==> src/rtl/bsg_credit_to_ready_flow_converter_if.sv <==
// Link/downstream bundle for the credit-to-ready converter.
//   link_v, link_data : incoming beats from the credit link (no backpressure)
//   credit            : one credit returned to the transmitter per cycle when high
//   v, data           : FIFO head presented downstream
//   ready             : downstream accepts the head (pop = v & ready)
// The master modport is the converter; the slave modport is its environment
// (transmitter on one side, consumer on the other).
interface bsg_credit_to_ready_flow_converter_if #(
    parameter int width_p = 8
);
    logic               link_v;
    logic [width_p-1:0] link_data;
    logic               credit;
    logic               v;
    logic [width_p-1:0] data;
    logic               ready;

    modport master (
        input  link_v, link_data, ready,
        output credit, v, data
    );

    modport slave (
        output link_v, link_data, ready,
        input  credit, v, data
    );
endinterface

==> src/rtl/bsg_credit_rx_fifo.sv <==
// Receive FIFO for the credit link: els_p x width_p storage with
// read/write pointers that wrap at els_p (not necessarily a power of two),
// an occupancy counter and full/empty indication.
//   clk_i, reset_n_i : clock, asynchronous active-low reset
//   enq_i, data_i    : write data_i at the tail (caller never enqueues into a
//                      full FIFO unless it also dequeues this cycle)
//   deq_i            : pop the head (caller only pops when v_o is high)
//   v_o, data_o      : FIFO non-empty and head entry
//   full_o           : occupancy == els_p
module bsg_credit_rx_fifo #(
    parameter int width_p = 8,
    parameter int els_p   = 10
) (
    input  logic               clk_i,
    input  logic               reset_n_i,
    input  logic               enq_i,
    input  logic [width_p-1:0] data_i,
    input  logic               deq_i,
    output logic               v_o,
    output logic [width_p-1:0] data_o,
    output logic               full_o
);
    localparam int lg_els_lp = $clog2(els_p + 1);
    localparam int ptr_w_lp  = $clog2(els_p);

    logic [width_p-1:0]   mem [els_p];
    logic [ptr_w_lp-1:0]  rd_ptr_reg, rd_ptr_next;
    logic [ptr_w_lp-1:0]  wr_ptr_reg, wr_ptr_next;
    logic [lg_els_lp-1:0] count_reg, count_next;

    // Storage carries no reset: pointers and count define what is valid.
    // When full with enq+deq, the write lands on the slot being read out in
    // the same cycle; the head is read combinationally before the edge.
    always_ff @(posedge clk_i) begin
        if (enq_i) begin
            mem[wr_ptr_reg] <= data_i;
        end
    end

    always_comb begin
        rd_ptr_next = rd_ptr_reg;
        wr_ptr_next = wr_ptr_reg;
        count_next  = count_reg;
        if (deq_i) begin
            rd_ptr_next = (rd_ptr_reg == ptr_w_lp'(els_p - 1)) ? '0 : rd_ptr_reg + 1'b1;
        end
        if (enq_i) begin
            wr_ptr_next = (wr_ptr_reg == ptr_w_lp'(els_p - 1)) ? '0 : wr_ptr_reg + 1'b1;
        end
        if (enq_i && !deq_i) begin
            count_next = count_reg + 1'b1;
        end else if (deq_i && !enq_i) begin
            count_next = count_reg - 1'b1;
        end
    end

    always_ff @(posedge clk_i or negedge reset_n_i) begin
        if (!reset_n_i) begin
            rd_ptr_reg <= '0;
            wr_ptr_reg <= '0;
            count_reg  <= '0;
        end else begin
            rd_ptr_reg <= rd_ptr_next;
            wr_ptr_reg <= wr_ptr_next;
            count_reg  <= count_next;
        end
    end

    assign v_o    = (count_reg != '0);
    assign full_o = (count_reg == lg_els_lp'(els_p));
    assign data_o = mem[rd_ptr_reg];
endmodule

==> src/rtl/bsg_credit_to_ready_flow_converter.sv <==
// Receiver end of a credit-based link. Beats arriving on the link are
// buffered in an els_p-entry FIFO and offered downstream with valid/ready.
// Each popped entry returns one credit; after reset els_p credits are issued
// so the transmitter's counter climbs from 0 to els_p.
//   clk_i, reset_n_i : clock, asynchronous active-low reset
//   link (master)    : link_v/link_data in, credit out, v/data out, ready in
//   overflow_o       : sticky; a beat arrived while the FIFO was full and
//                      nothing was popped in that cycle
module bsg_credit_to_ready_flow_converter #(
    parameter int width_p = 8,
    parameter int els_p   = 10
) (
    input  logic clk_i,
    input  logic reset_n_i,
    bsg_credit_to_ready_flow_converter_if.master link,
    output logic overflow_o
);
    localparam int lg_els_lp = $clog2(els_p + 1);

    logic                 fifo_v;
    logic [width_p-1:0]   fifo_data;
    logic                 fifo_full;
    logic                 deq;
    logic                 enq;
    logic                 drop;
    logic                 credit;
    logic [lg_els_lp-1:0] pending_reg, pending_next;
    logic [lg_els_lp:0]   pending_wide;
    logic                 overflow_reg, overflow_next;

    assign deq  = fifo_v & link.ready;
    // A pop in the same cycle frees room, so a full FIFO can still accept.
    assign enq  = link.link_v & (~fifo_full | deq);
    assign drop = link.link_v & fifo_full & ~deq;

    bsg_credit_rx_fifo #(
        .width_p (width_p),
        .els_p   (els_p)
    ) fifo (
        .clk_i     (clk_i),
        .reset_n_i (reset_n_i),
        .enq_i     (enq),
        .data_i    (link.link_data),
        .deq_i     (deq),
        .v_o       (fifo_v),
        .data_o    (fifo_data),
        .full_o    (fifo_full)
    );

    // Credits leave straight from the register; a pop in the same cycle
    // replaces the one just sent, so the train extends by one per pop.
    assign credit       = (pending_reg != '0);
    assign pending_wide = {1'b0, pending_reg} - (lg_els_lp + 1)'(credit)
                        + (lg_els_lp + 1)'(deq);

    always_comb begin
        pending_next  = pending_wide[lg_els_lp-1:0];
        overflow_next = overflow_reg | drop;
    end

    always_ff @(posedge clk_i or negedge reset_n_i) begin
        if (!reset_n_i) begin
            pending_reg  <= lg_els_lp'(els_p);
            overflow_reg <= 1'b0;
        end else begin
            pending_reg  <= pending_next;
            overflow_reg <= overflow_next;
        end
    end

    assign link.credit = credit;
    assign link.v      = fifo_v;
    assign link.data   = fifo_data;
    assign overflow_o  = overflow_reg;

    // Pending credits plus FIFO occupancy can never exceed els_p, and a
    // credit is only sent when one is held.
    a_pending_max: assert property (@(posedge clk_i) disable iff (!reset_n_i)
        pending_wide <= (lg_els_lp + 1)'(els_p));
    a_pending_min: assert property (@(posedge clk_i) disable iff (!reset_n_i)
        ({1'b0, pending_reg} + (lg_els_lp + 1)'(deq)) >= (lg_els_lp + 1)'(credit));
endmodule

==> src/flat_wrapper.sv <==
// flat-port wrapper written by rule: the top's interface ports become plain ports
module bsg_credit_to_ready_flow_converter_flat 
#(
    parameter int width_p = 8,
    parameter int els_p   = 10
)
  (clk_i, reset_n_i, overflow_o, link_link_v, link_link_data, link_ready, link_credit, link_v, link_data);
  bsg_credit_to_ready_flow_converter_if #(.width_p(width_p)) link_i ();
  input  logic clk_i;
  input  logic reset_n_i;
  output logic overflow_o;
  input wire logic [$bits(link_i.link_v)-1:0] link_link_v;
  input wire logic [$bits(link_i.link_data)-1:0] link_link_data;
  input wire logic [$bits(link_i.ready)-1:0] link_ready;
  output wire logic [$bits(link_i.credit)-1:0] link_credit;
  output wire logic [$bits(link_i.v)-1:0] link_v;
  output wire logic [$bits(link_i.data)-1:0] link_data;
  assign link_i.link_v = link_link_v;
  assign link_i.link_data = link_link_data;
  assign link_i.ready = link_ready;
  assign link_credit = link_i.credit;
  assign link_v = link_i.v;
  assign link_data = link_i.data;
  bsg_credit_to_ready_flow_converter #(.width_p(width_p), .els_p(els_p)) u_core (.clk_i(clk_i), .reset_n_i(reset_n_i), .link(link_i), .overflow_o(overflow_o));
endmodule
==> config.mk <==
export PLATFORM = sky130hd
export DESIGN_NAME = bsg_credit_to_ready_flow_converter_flat
export DESIGN_NICKNAME = d
export VERILOG_FILES = /design/src/rtl/bsg_credit_to_ready_flow_converter_if.sv /design/src/rtl/bsg_credit_rx_fifo.sv /design/src/rtl/bsg_credit_to_ready_flow_converter.sv /design/src/flat_wrapper.sv
export SDC_FILE = /design/constraint.sdc
export NUM_CORES = 1
export LEC_CHECK = 0
export BUFFER_PORTS_ARGS = -buffer_cell sky130_fd_sc_hd__buf_4
export CORE_MARGIN = 5
export CORE_UTILIZATION = 44
export CTS_CLUSTER_DIAMETER = 50
export CTS_CLUSTER_SIZE = 24
export DETAILED_ROUTE_END_ITERATION = 8
export SKIP_LAST_GASP = 1
export SYNTH_ARGS = -nofsm -noshare
export SYNTH_HDL_FRONTEND = slang
export SYNTH_SLANG_ARGS = --single-unit
==> constraint.sdc <==
create_clock -name clk_i -period 2.3 [get_ports clk_i]
set_input_delay 0.115 -clock clk_i [delete_from_list [all_inputs] [get_ports clk_i]]
set_output_delay 0.115 -clock clk_i [all_outputs]
set_load 0.005 [all_outputs]
==> qor.csv, run 1 <==
metric;value;unit
Layout area overhead;17.98;%
Comb power frac;0.389;
total gr overflow;0;
Synth Area in XOR/XNOR;0.01690;
TritonCTS Sinks;97;
vias in the first global route;2338;
Syn Area/Cell;16.20;um^2
Clk Latency, worst-skew pair;360;ps
DR vias;2270;
yosys warns;0;
Fin Clk Skew;10.12;ps
largest reg by FF count;u_core.fifo.mem;
cell area after synthesis;4146;um^2
Cell Pwr Density;1223;nW/um^2
Clk pwr share;0.198;
cell accounting for the most synthesized area;edfxtp_1;
site row count;35;
Pre-antenna DRT Iters;4;
CTS max path bufs;2;
DP Worst Slack;-11.94;ps
DP Wirelength;4.853;mm
Distinct cells, synth;40;
Final Critical Period;2244;ps
core area;9196;um^2
max_slew headroom;0.4527;
sequential share of the synthesized area;0.6826;
CTS clock-pin slew for the worst setup and hold paths;110;ps
die width;107.1;um
number of flops mapped to enable cells by yosys;80;
Post-Synth Simple-Gate Area;0.06065;
Initial DRC Count;182;
Pins Over Slew Limit;0;
die area;11470;um^2
residual DRC count;0;
final worst-path cycle share;0.9758;
die height;107.1;um
CP endpoint kind;output pin;
Hold Crit Class;in2reg;
worst endpoint data arrival time;2130;ps
Least-Margin Pin Slew;817.9;ps
critical path launch point type;flop;
sw frac;0.3370;
Compound-Gate Fraction of Synth Area;0.05944;
CTS tree;built;
final RePlAce weighted congestion;0.7158;
DR vias/cell;5.329;
Post-Syn Instances;256;
Main synth FF type;edfxtp_1;
CP Class;reg2out;
Placed Area;4521;um^2
NetSw;0.002017;W
largest net degree at the start of global routing;22;
port bufs;22;
Fin. Hold Viols;0;
final std cell area, no fill;4892;um^2
final setup margin;55.65;ps
nets;332;
outcome;finished clean;
antenna violation net count after detailed routing;0;
worst-path cell chain;buf_4 -> mux4_2 -> o21ai_0 -> o22ai_1 -> buf_4;
Static Leak;1.782;nW
Synth Register Bits;97;
Synth area leaders;edfxtp_1 (58%), dfrtp_1 (9.1%), mux2i_1 (4.3%);
Syn Nets;278;
Worst path max stage delay;560;ps
maxcap violations;0;
Crit path top cell by count;buf_4;
FILL cells;760;
Adder-Cell Fraction of Synth Area;0.03380;
clock root buffer master;clkbuf_8;
Synth top area share;0.5794;
H-tree lvl count;3;
initial antenna violation count;0;
largest family of logic cells by synthesized area;multiplexers;
RSZ-0062 raised after global routing;true;
endpoints failing setup;0;
max reg flops;80;
post-synthesis mux area share;0.1141;
Int Power;0.003968;W
Total Routing Usage GR;0.1432;
Crit Path Max Fanout;11;
share of cells above drive strength 1;0.3143;
Peak supply drop;0.0003955;V
drt total wl;7.558;mm
Critical Path RT;2180;ps
WL/cell;17.74;um
Fmax;445.6;MHz
IO Count;23;
Sequential Power Share;0.413;
first-pass GRT wire length;12.42;mm
# diodes;0;
async set-or-reset flop fraction in the synthesized netlist;0.1753;
Initial Util;0.4509;
CTS buffer count;9;
slowest CP cell;dfrtp_4;
routing by layer:
| layer | share of wire | up-vias | GRT usage | wire length, um |
|---|---|---|---|---|
| met2 | 0.47 | 41 | 0.2158 | 3568 |
| met4 | 0.010 | 0 | 0.05205 | 78 |
| met1 | 0.48 | 1129 | 0.2046 | 3656 |
| met5 | 0 | - | 0 | 0 |
| met3 | 0.033 | 6 | 0.03070 | 253 |
| li1 | - | 1094 | - | - |
metrics by stage:
| step | hold WS (ps) | instances | setup TNS [ps] | total power, W | utilization |
|---|---|---|---|---|---|
| 4_1_cts | 0.1001 | 419 | 0 | 0.005943 | 0.5239 |
| 3_3_place_gp | -1.688 | 396 | 0 | 0.004659 | 0.4916 |
| 2_1_floorplan | -180.6 | 256 | 0 | 0.004023 | - |
| 5_1_grt | 1.520 | 426 | -18.13 | 0.006408 | 0.5320 |
| 6_report | 18.36 | 426 | 0 | 0.005985 | 0.5320 |
| 3_5_place_dp | -0.3137 | 396 | -11.94 | 0.004698 | 0.4916 |
path summary, 6_finish.rpt:
path | startpoint | to | slack, ps | cells after the start
setup / recovery | u_core.fifo.rd_ptr_reg[0]$_DFFE_PN0P_ | link_data[3] | 60 | 5
hold / removal | link_link_data[0] | u_core.fifo.mem[3][0]$_DFFE_PP_ | 20 | 1
setup reg to reg | u_core.fifo.count_reg[2]$_DFFE_PN0P_ | u_core.fifo.count_reg[3]$_DFFE_PN0P_ | 80 | 10
hold reg to reg | u_core.overflow_o$_DFF_PN0_ | u_core.overflow_o$_DFF_PN0_ | 470 | 1
max in group asynchronous | reset_n_i | u_core.pending_reg[1]$_DFF_PN1_ | 1900 | 2
min in group asynchronous | reset_n_i | u_core.fifo.rd_ptr_reg[0]$_DFFE_PN0P_ | 150 | 2
synth_stat cells, drive strengths merged, types with 2 or more instances:
cell and count:
edfxtp 80, o21ai 19, mux2i 18, dfrtp 15, mux2 10, nand2 10
nand3 10, o22ai 9, ha 8, mux4 8, nor2 8, clkbuf 7
inv 7, nor3 6, buf 5, nand2b 5, xnor2 5, a21o 3
xor2 3, a21oi 2, dfstp 2, fa 2, nor4 2
timing repair:
action,in CTS,in global routing
pin swaps,5,3
hold buffers,5,1
setup endpoints to repair,9,11
resized for setup,3,3
hold endpoints to repair,38,5
gates cloned,0,0
setup buffers,2,6
area by class of cell:
type / instances / area, um^2 / share of cell area
well taps: 111 / 138.9 / 0.02839
multi-input cells: 139 / 1242 / 0.2540
repair buffers: 55 / 431.7 / 0.08824
clock buffers: 9 / 123.9 / 0.02532
inverters: 8 / 30.03 / 0.006138
flip-flops and latches: 97 / 2835 / 0.5795
clock inverters: 7 / 90.09 / 0.01841
power groups by stage:
stage	registers [W]	clock network [W]	logic, W
2_1_floorplan	0.00242	0	0.00161
3_3_place_gp	0.00252	0	0.00214
3_5_place_dp	0.00253	0	0.00217
4_1_cts	0.00249	0.00122	0.00224
5_1_grt	0.00252	0.00130	0.00258
6_report	0.00247	0.00118	0.00233
critical path, delay by kind of cell (launching register included):
family / cells / cell delay (ps)
DFF: 1 / 560
AOI/OAI and AO/OA: 2 / 380
buffers and inverters: 2 / 310
muxes: 1 / 520
cell families (layout without fill, tap and decap cells):
| group | count (synthesis) | in the layout |
|---|---|---|
| xor+xnor | 8 | 8 |
| buf+inv | 20 | 79 |
| flops | 97 | 97 |
| compound gates | 38 | 38 |
| mux | 36 | 36 |
| simple gates | 47 | 47 |
| fa+ha+maj | 10 | 10 |
layout by cell type (no fill, tap or decap), drive strengths merged, types with 2 or more instances in the layout:
cell         Yosys  final
xnor2            5      5
nor4             2      2
nand2           10     10
inv              7     12
a21o             3      3
nand3           10     10
buf              5     49
dlygate4sd3      0      6
o22ai            9      9
nor3             6      6
nor2             8      8
ha               8      8
edfxtp          80     80
dfstp            2      2
xor2             3      3
dfrtp           15     15
mux4             8      8
o21ai           19     19
fa               2      2
nand2b           5      5
mux2i           18     18
clkinv           1      2
mux2            10     10
a21oi            2      2
clkbuf           7      9
Power figures use the tool's default switching activity.
==> inputs of run 2 (changes only) <==
--- a/config.mk
+++ b/config.mk
@@ -5,13 +5,15 @@
 export SDC_FILE = /design/constraint.sdc
 export NUM_CORES = 1
 export LEC_CHECK = 0
-export BUFFER_PORTS_ARGS = -buffer_cell sky130_fd_sc_hd__buf_4
+export BUFFER_PORTS_ARGS = -buffer_cell sky130_fd_sc_hd__clkbuf_2
 export CORE_MARGIN = 5
 export CORE_UTILIZATION = 44
 export CTS_CLUSTER_DIAMETER = 50
 export CTS_CLUSTER_SIZE = 24
 export DETAILED_ROUTE_END_ITERATION = 8
+export HOLD_SLACK_MARGIN = 0.02
 export SKIP_LAST_GASP = 1
 export SYNTH_ARGS = -nofsm -noshare
 export SYNTH_HDL_FRONTEND = slang
+export SYNTH_HIERARCHICAL = 1
 export SYNTH_SLANG_ARGS = --single-unit
==> qor.csv, run 2 <==
metric;value;unit;change
Fin Clk Skew;5.445;ps;-4.679 ps
antenna violation net count after detailed routing;0;;unchanged
Peak supply drop;0.0005447;V;+38%
initial antenna violation count;0;;unchanged
Hold Path Origin;link_link_data[7];;
async set-or-reset flop fraction in the synthesized netlist;0.1753;;unchanged
TritonCTS Sinks;97;;unchanged
share of cells above drive strength 1;0.2907;;-0.02355
WHS Path Cells;1;;unchanged
# diodes;0;;unchanged
max_slew headroom;0.4325;;-0.02021
port bufs;22;;unchanged
Worst path max stage delay;560;ps;about the same
Comb power frac;0.390;;about the same
number of flops mapped to enable cells by yosys;80;;unchanged
largest reg by FF count;u_core/fifo/mem;;
Static Leak;1.797;nW;+0.82%
drt total wl;7.670;mm;+1.5%
Met1 Wirelength;3.625;mm;-0.85%
outcome;finished clean;;
RSZ-0062 raised after global routing;true;;
CP Class;reg2reg;;
Post-synth top cells;edfxtp_1 (80), o21ai_0 (21), mux2i_1 (17);;
FF-to-FF path depth;9;;-1
Initial DRC Count;103;;-43%
Final Critical Period;2278;ps;+34.11 ps
Synth Register Bits;97;;unchanged
Crit path top cell by count;inv_2;;
worst-path cell chain;or4_4 -> nand2_4 -> inv_2 -> inv_2 -> ha_4 -> inv_4 -> buf_4 -> fa_1 -> mux2_4;;
total gr overflow;0;;unchanged
Fmax;438.9;MHz;-1.5%
most frequent cells in the layout;edfxtp_1 (80), clkbuf_2 (22), buf_4 (21), o21ai_0 (18), mux2i_1 (17);;
WL/cell;18.09;um;+2.0%
Synth area leaders;edfxtp_1 (58%), dfrtp_1 (9.1%), mux4_1 (4.5%);;
met2 WL;3.628;mm;+1.7%
nets;330;;-0.60%
slowest CP cell;or4_4;;
sequential share of the synthesized area;0.6865;;+0.003936
final worst-path cycle share;0.9906;;+0.01483
NetSw;0.001997;W;-0.98%
yosys warns;6;;+6
worst endpoint data arrival time;2530;ps;+400 ps
H-tree lvl count;3;;unchanged
top-count cell post-synth;edfxtp_1;;
cell area after synthesis;4123;um^2;-0.57%
Pins Over Slew Limit;0;;unchanged
Hold Crit Class;in2reg;;
DP Wirelength;4.989;mm;+2.8%
Total Routing Usage GR;0.1435;;+0.0002999
final RePlAce weighted congestion;0.7248;;+1.3%
CTS tree;built;;
critical path launch point type;flop;;
die height;106.8;um;-0.26%
Synth top area share;0.5827;;+0.003341
R2R Path End;u_core/fifo/count_reg[1]$_DFFE_PN0P_;;
Int Power;0.003913;W;-1.4%
most common cell after layout, fill and taps aside;edfxtp_1;;
Fin. Hold Viols;0;;unchanged
Syn Area/Cell;15.74;um^2;-2.9%
Tot Pwr;0.005910;W;-1.2%
cell accounting for the most synthesized area;edfxtp_1;;
Clk pwr share;0.199;;about the same
Post-Syn Instances;262;;+2.3%
largest net degree at the start of global routing;36;;+64%
Critical Path RT;2550;ps;+370 ps
internal reg-to-reg setup slack;20;ps;-60 ps
met3 WL post-DR;323;um;+28%
Hold Path Sink;u_core/fifo/mem[3][7]$_DFFE_PP_;;
residual DRC count;0;;unchanged
final std cell area, no fill;4822;um^2;-1.4%
DR vias/cell;5.380;;+0.96%
Clk Latency, worst-skew pair;360;ps;about the same
site row count;35;;unchanged
Crit Path Max Fanout;3;;-8
Pre-antenna DRT Iters;4;;unchanged
maxcap violations;0;;unchanged
Main synth FF type;edfxtp_1;;
IO Count;23;;unchanged
CTS max path bufs;2;;unchanged
max reg flops;80;;unchanged
Distinct cells, synth;35;;-13%
endpoints failing setup;0;;unchanged
Layout area overhead;16.96;%;
first-pass GRT wire length;12.31;mm;-0.89%
core area;9196;um^2;unchanged
Syn Nets;284;;+2.2%
sw frac;0.3379;;+0.0009057
CTS clock-pin slew for the worst setup and hold paths;100;ps;about the same
Least-Margin Pin Slew;848.1;ps;+30.20 ps
Initial Util;0.4483;;-0.002585
Max Used Layer;met4;;
Worst R2R Start;u_core/fifo/count_reg[0]$_DFFE_PN0P_;;
Placed Area;4497;um^2;-0.53%
Cell Pwr Density;1226;nW/um^2;+0.19%
clock root buffer master;clkbuf_8;;
CP endpoint kind;flop;;
die area;11410;um^2;-0.52%
vias in the first global route;2307;;-1.3%
DR vias;2281;;+0.48%
die width;106.8;um;-0.26%
CTS buffer count;9;;unchanged
Sequential Power Share;0.411;;-0.002
==> run 2: cell count changes after synthesis, moves of 3 or more <==
cell | previous run | this run
mux4_1 | 0 | 7
mux4_2 | 8 | 1
inv_1 | 6 | 12
clkbuf_1 | 4 | 8
clkbuf_8 | 3 | 0
nor3_1 | 6 | 9
==> run 2: worst max-delay path, delay by kind of cell, from the launching register on <==
kind | cells | cell delay (ps)
AND/OR/NAND/NOR | 2 | 660
adder cells (fa/ha/maj) | 2 | 570
buffers and inverters | 4 | 270
multiplexers | 1 | 270
flip-flops | 1 | 400
==> run 2: final cells by class <==
| cell class | instances | area, um^2 |
|---|---|---|
| well taps | 111 | 138.9 |
| inverters | 12 | 47.55 |
| repair buffers | 47 | 332.8 |
| flip-flops and latches | 97 | 2831 |
| multi-input cells | 141 | 1252 |
| clock inverters | 7 | 95.09 |
| clock buffers | 9 | 123.9 |
| fillers | 751 | 4374 |
==> run 2: kinds of logic after synthesis <==
logic type	synth area share
AO/OA/AOI/OAI	0.05736
XOR/XNOR	0.01700
adder cells (fa/ha/maj)	0.03399
buffers and inverters	0.03004
flip-flops	0.6865
multiplexers	0.1159
AND/OR/NAND/NOR	0.05918
==> run 2: through the flow <==
stage | utilization | worst slack [ps] | TNS (ps) | cells | hold WS, ps
6_report | 0.5244 | 21.54 | 0 | 424 | 86.82
5_1_grt | 0.5244 | -58.56 | -121.9 | 424 | 88.36
4_1_cts | 0.5205 | 11.22 | 0 | 423 | 59.83
3_5_place_dp | 0.4890 | -109.2 | -119.4 | 404 | 91.36
3_3_place_gp | 0.4890 | -32.49 | -32.49 | 404 | 78.66
2_1_floorplan | - | -128.5 | -128.5 | 262 | -180.6
==> run 2: power groups by stage <==
stage                     clock network [W]  logic, W  registers (W)
final                               0.00117   0.00231        0.00243
after global routing                0.00128   0.00258        0.00247
after CTS                           0.00121   0.00227        0.00242
after detailed placement                  0   0.00220        0.00246
after global placement                    0   0.00213        0.00244
after floorplan                           0   0.00156        0.00240
==> run 2: worst max path at each step <==
stage	startpoint	endpoint	slack [ps]
after floorplan	u_core/fifo/count_reg[2]$_DFFE_PN0P_	u_core/fifo/count_reg[3]$_DFFE_PN0P_	-130
after global placement	u_core/fifo/count_reg[2]$_DFFE_PN0P_	u_core/fifo/count_reg[3]$_DFFE_PN0P_	-30
after detailed placement	u_core/fifo/count_reg[2]$_DFFE_PN0P_	u_core/fifo/count_reg[3]$_DFFE_PN0P_	-110
after CTS	u_core/fifo/rd_ptr_reg[0]$_DFFE_PN0P_	link_data[2]	10
after global routing	u_core/fifo/count_reg[0]$_DFFE_PN0P_	u_core/fifo/count_reg[3]$_DFFE_PN0P_	-60
final	u_core/fifo/count_reg[0]$_DFFE_PN0P_	u_core/fifo/count_reg[1]$_DFFE_PN0P_	20
==> run 2: per-layer routing <==
| layer | up-vias | global-route usage |
|---|---|---|
| met5 | - | 0 |
| met3 | 5 | 0.03432 |
| met4 | 0 | 0.05205 |
| met1 | 1141 | 0.1990 |
| li1 | 1095 | - |
| met2 | 40 | 0.2217 |
==> run 2: what timing repair did <==
| action | in CTS | in global routing |
|---|---|---|
| hold endpoints to repair | 16 | 0 |
| gates cloned | 0 | 1 |
| endpoints found under the setup margin | 2 | 23 |
| setup buffers | 1 | 0 |
| resized for setup | 8 | 7 |
| hold buffers | 2 | 0 |
| pin swaps | 6 | 0 |
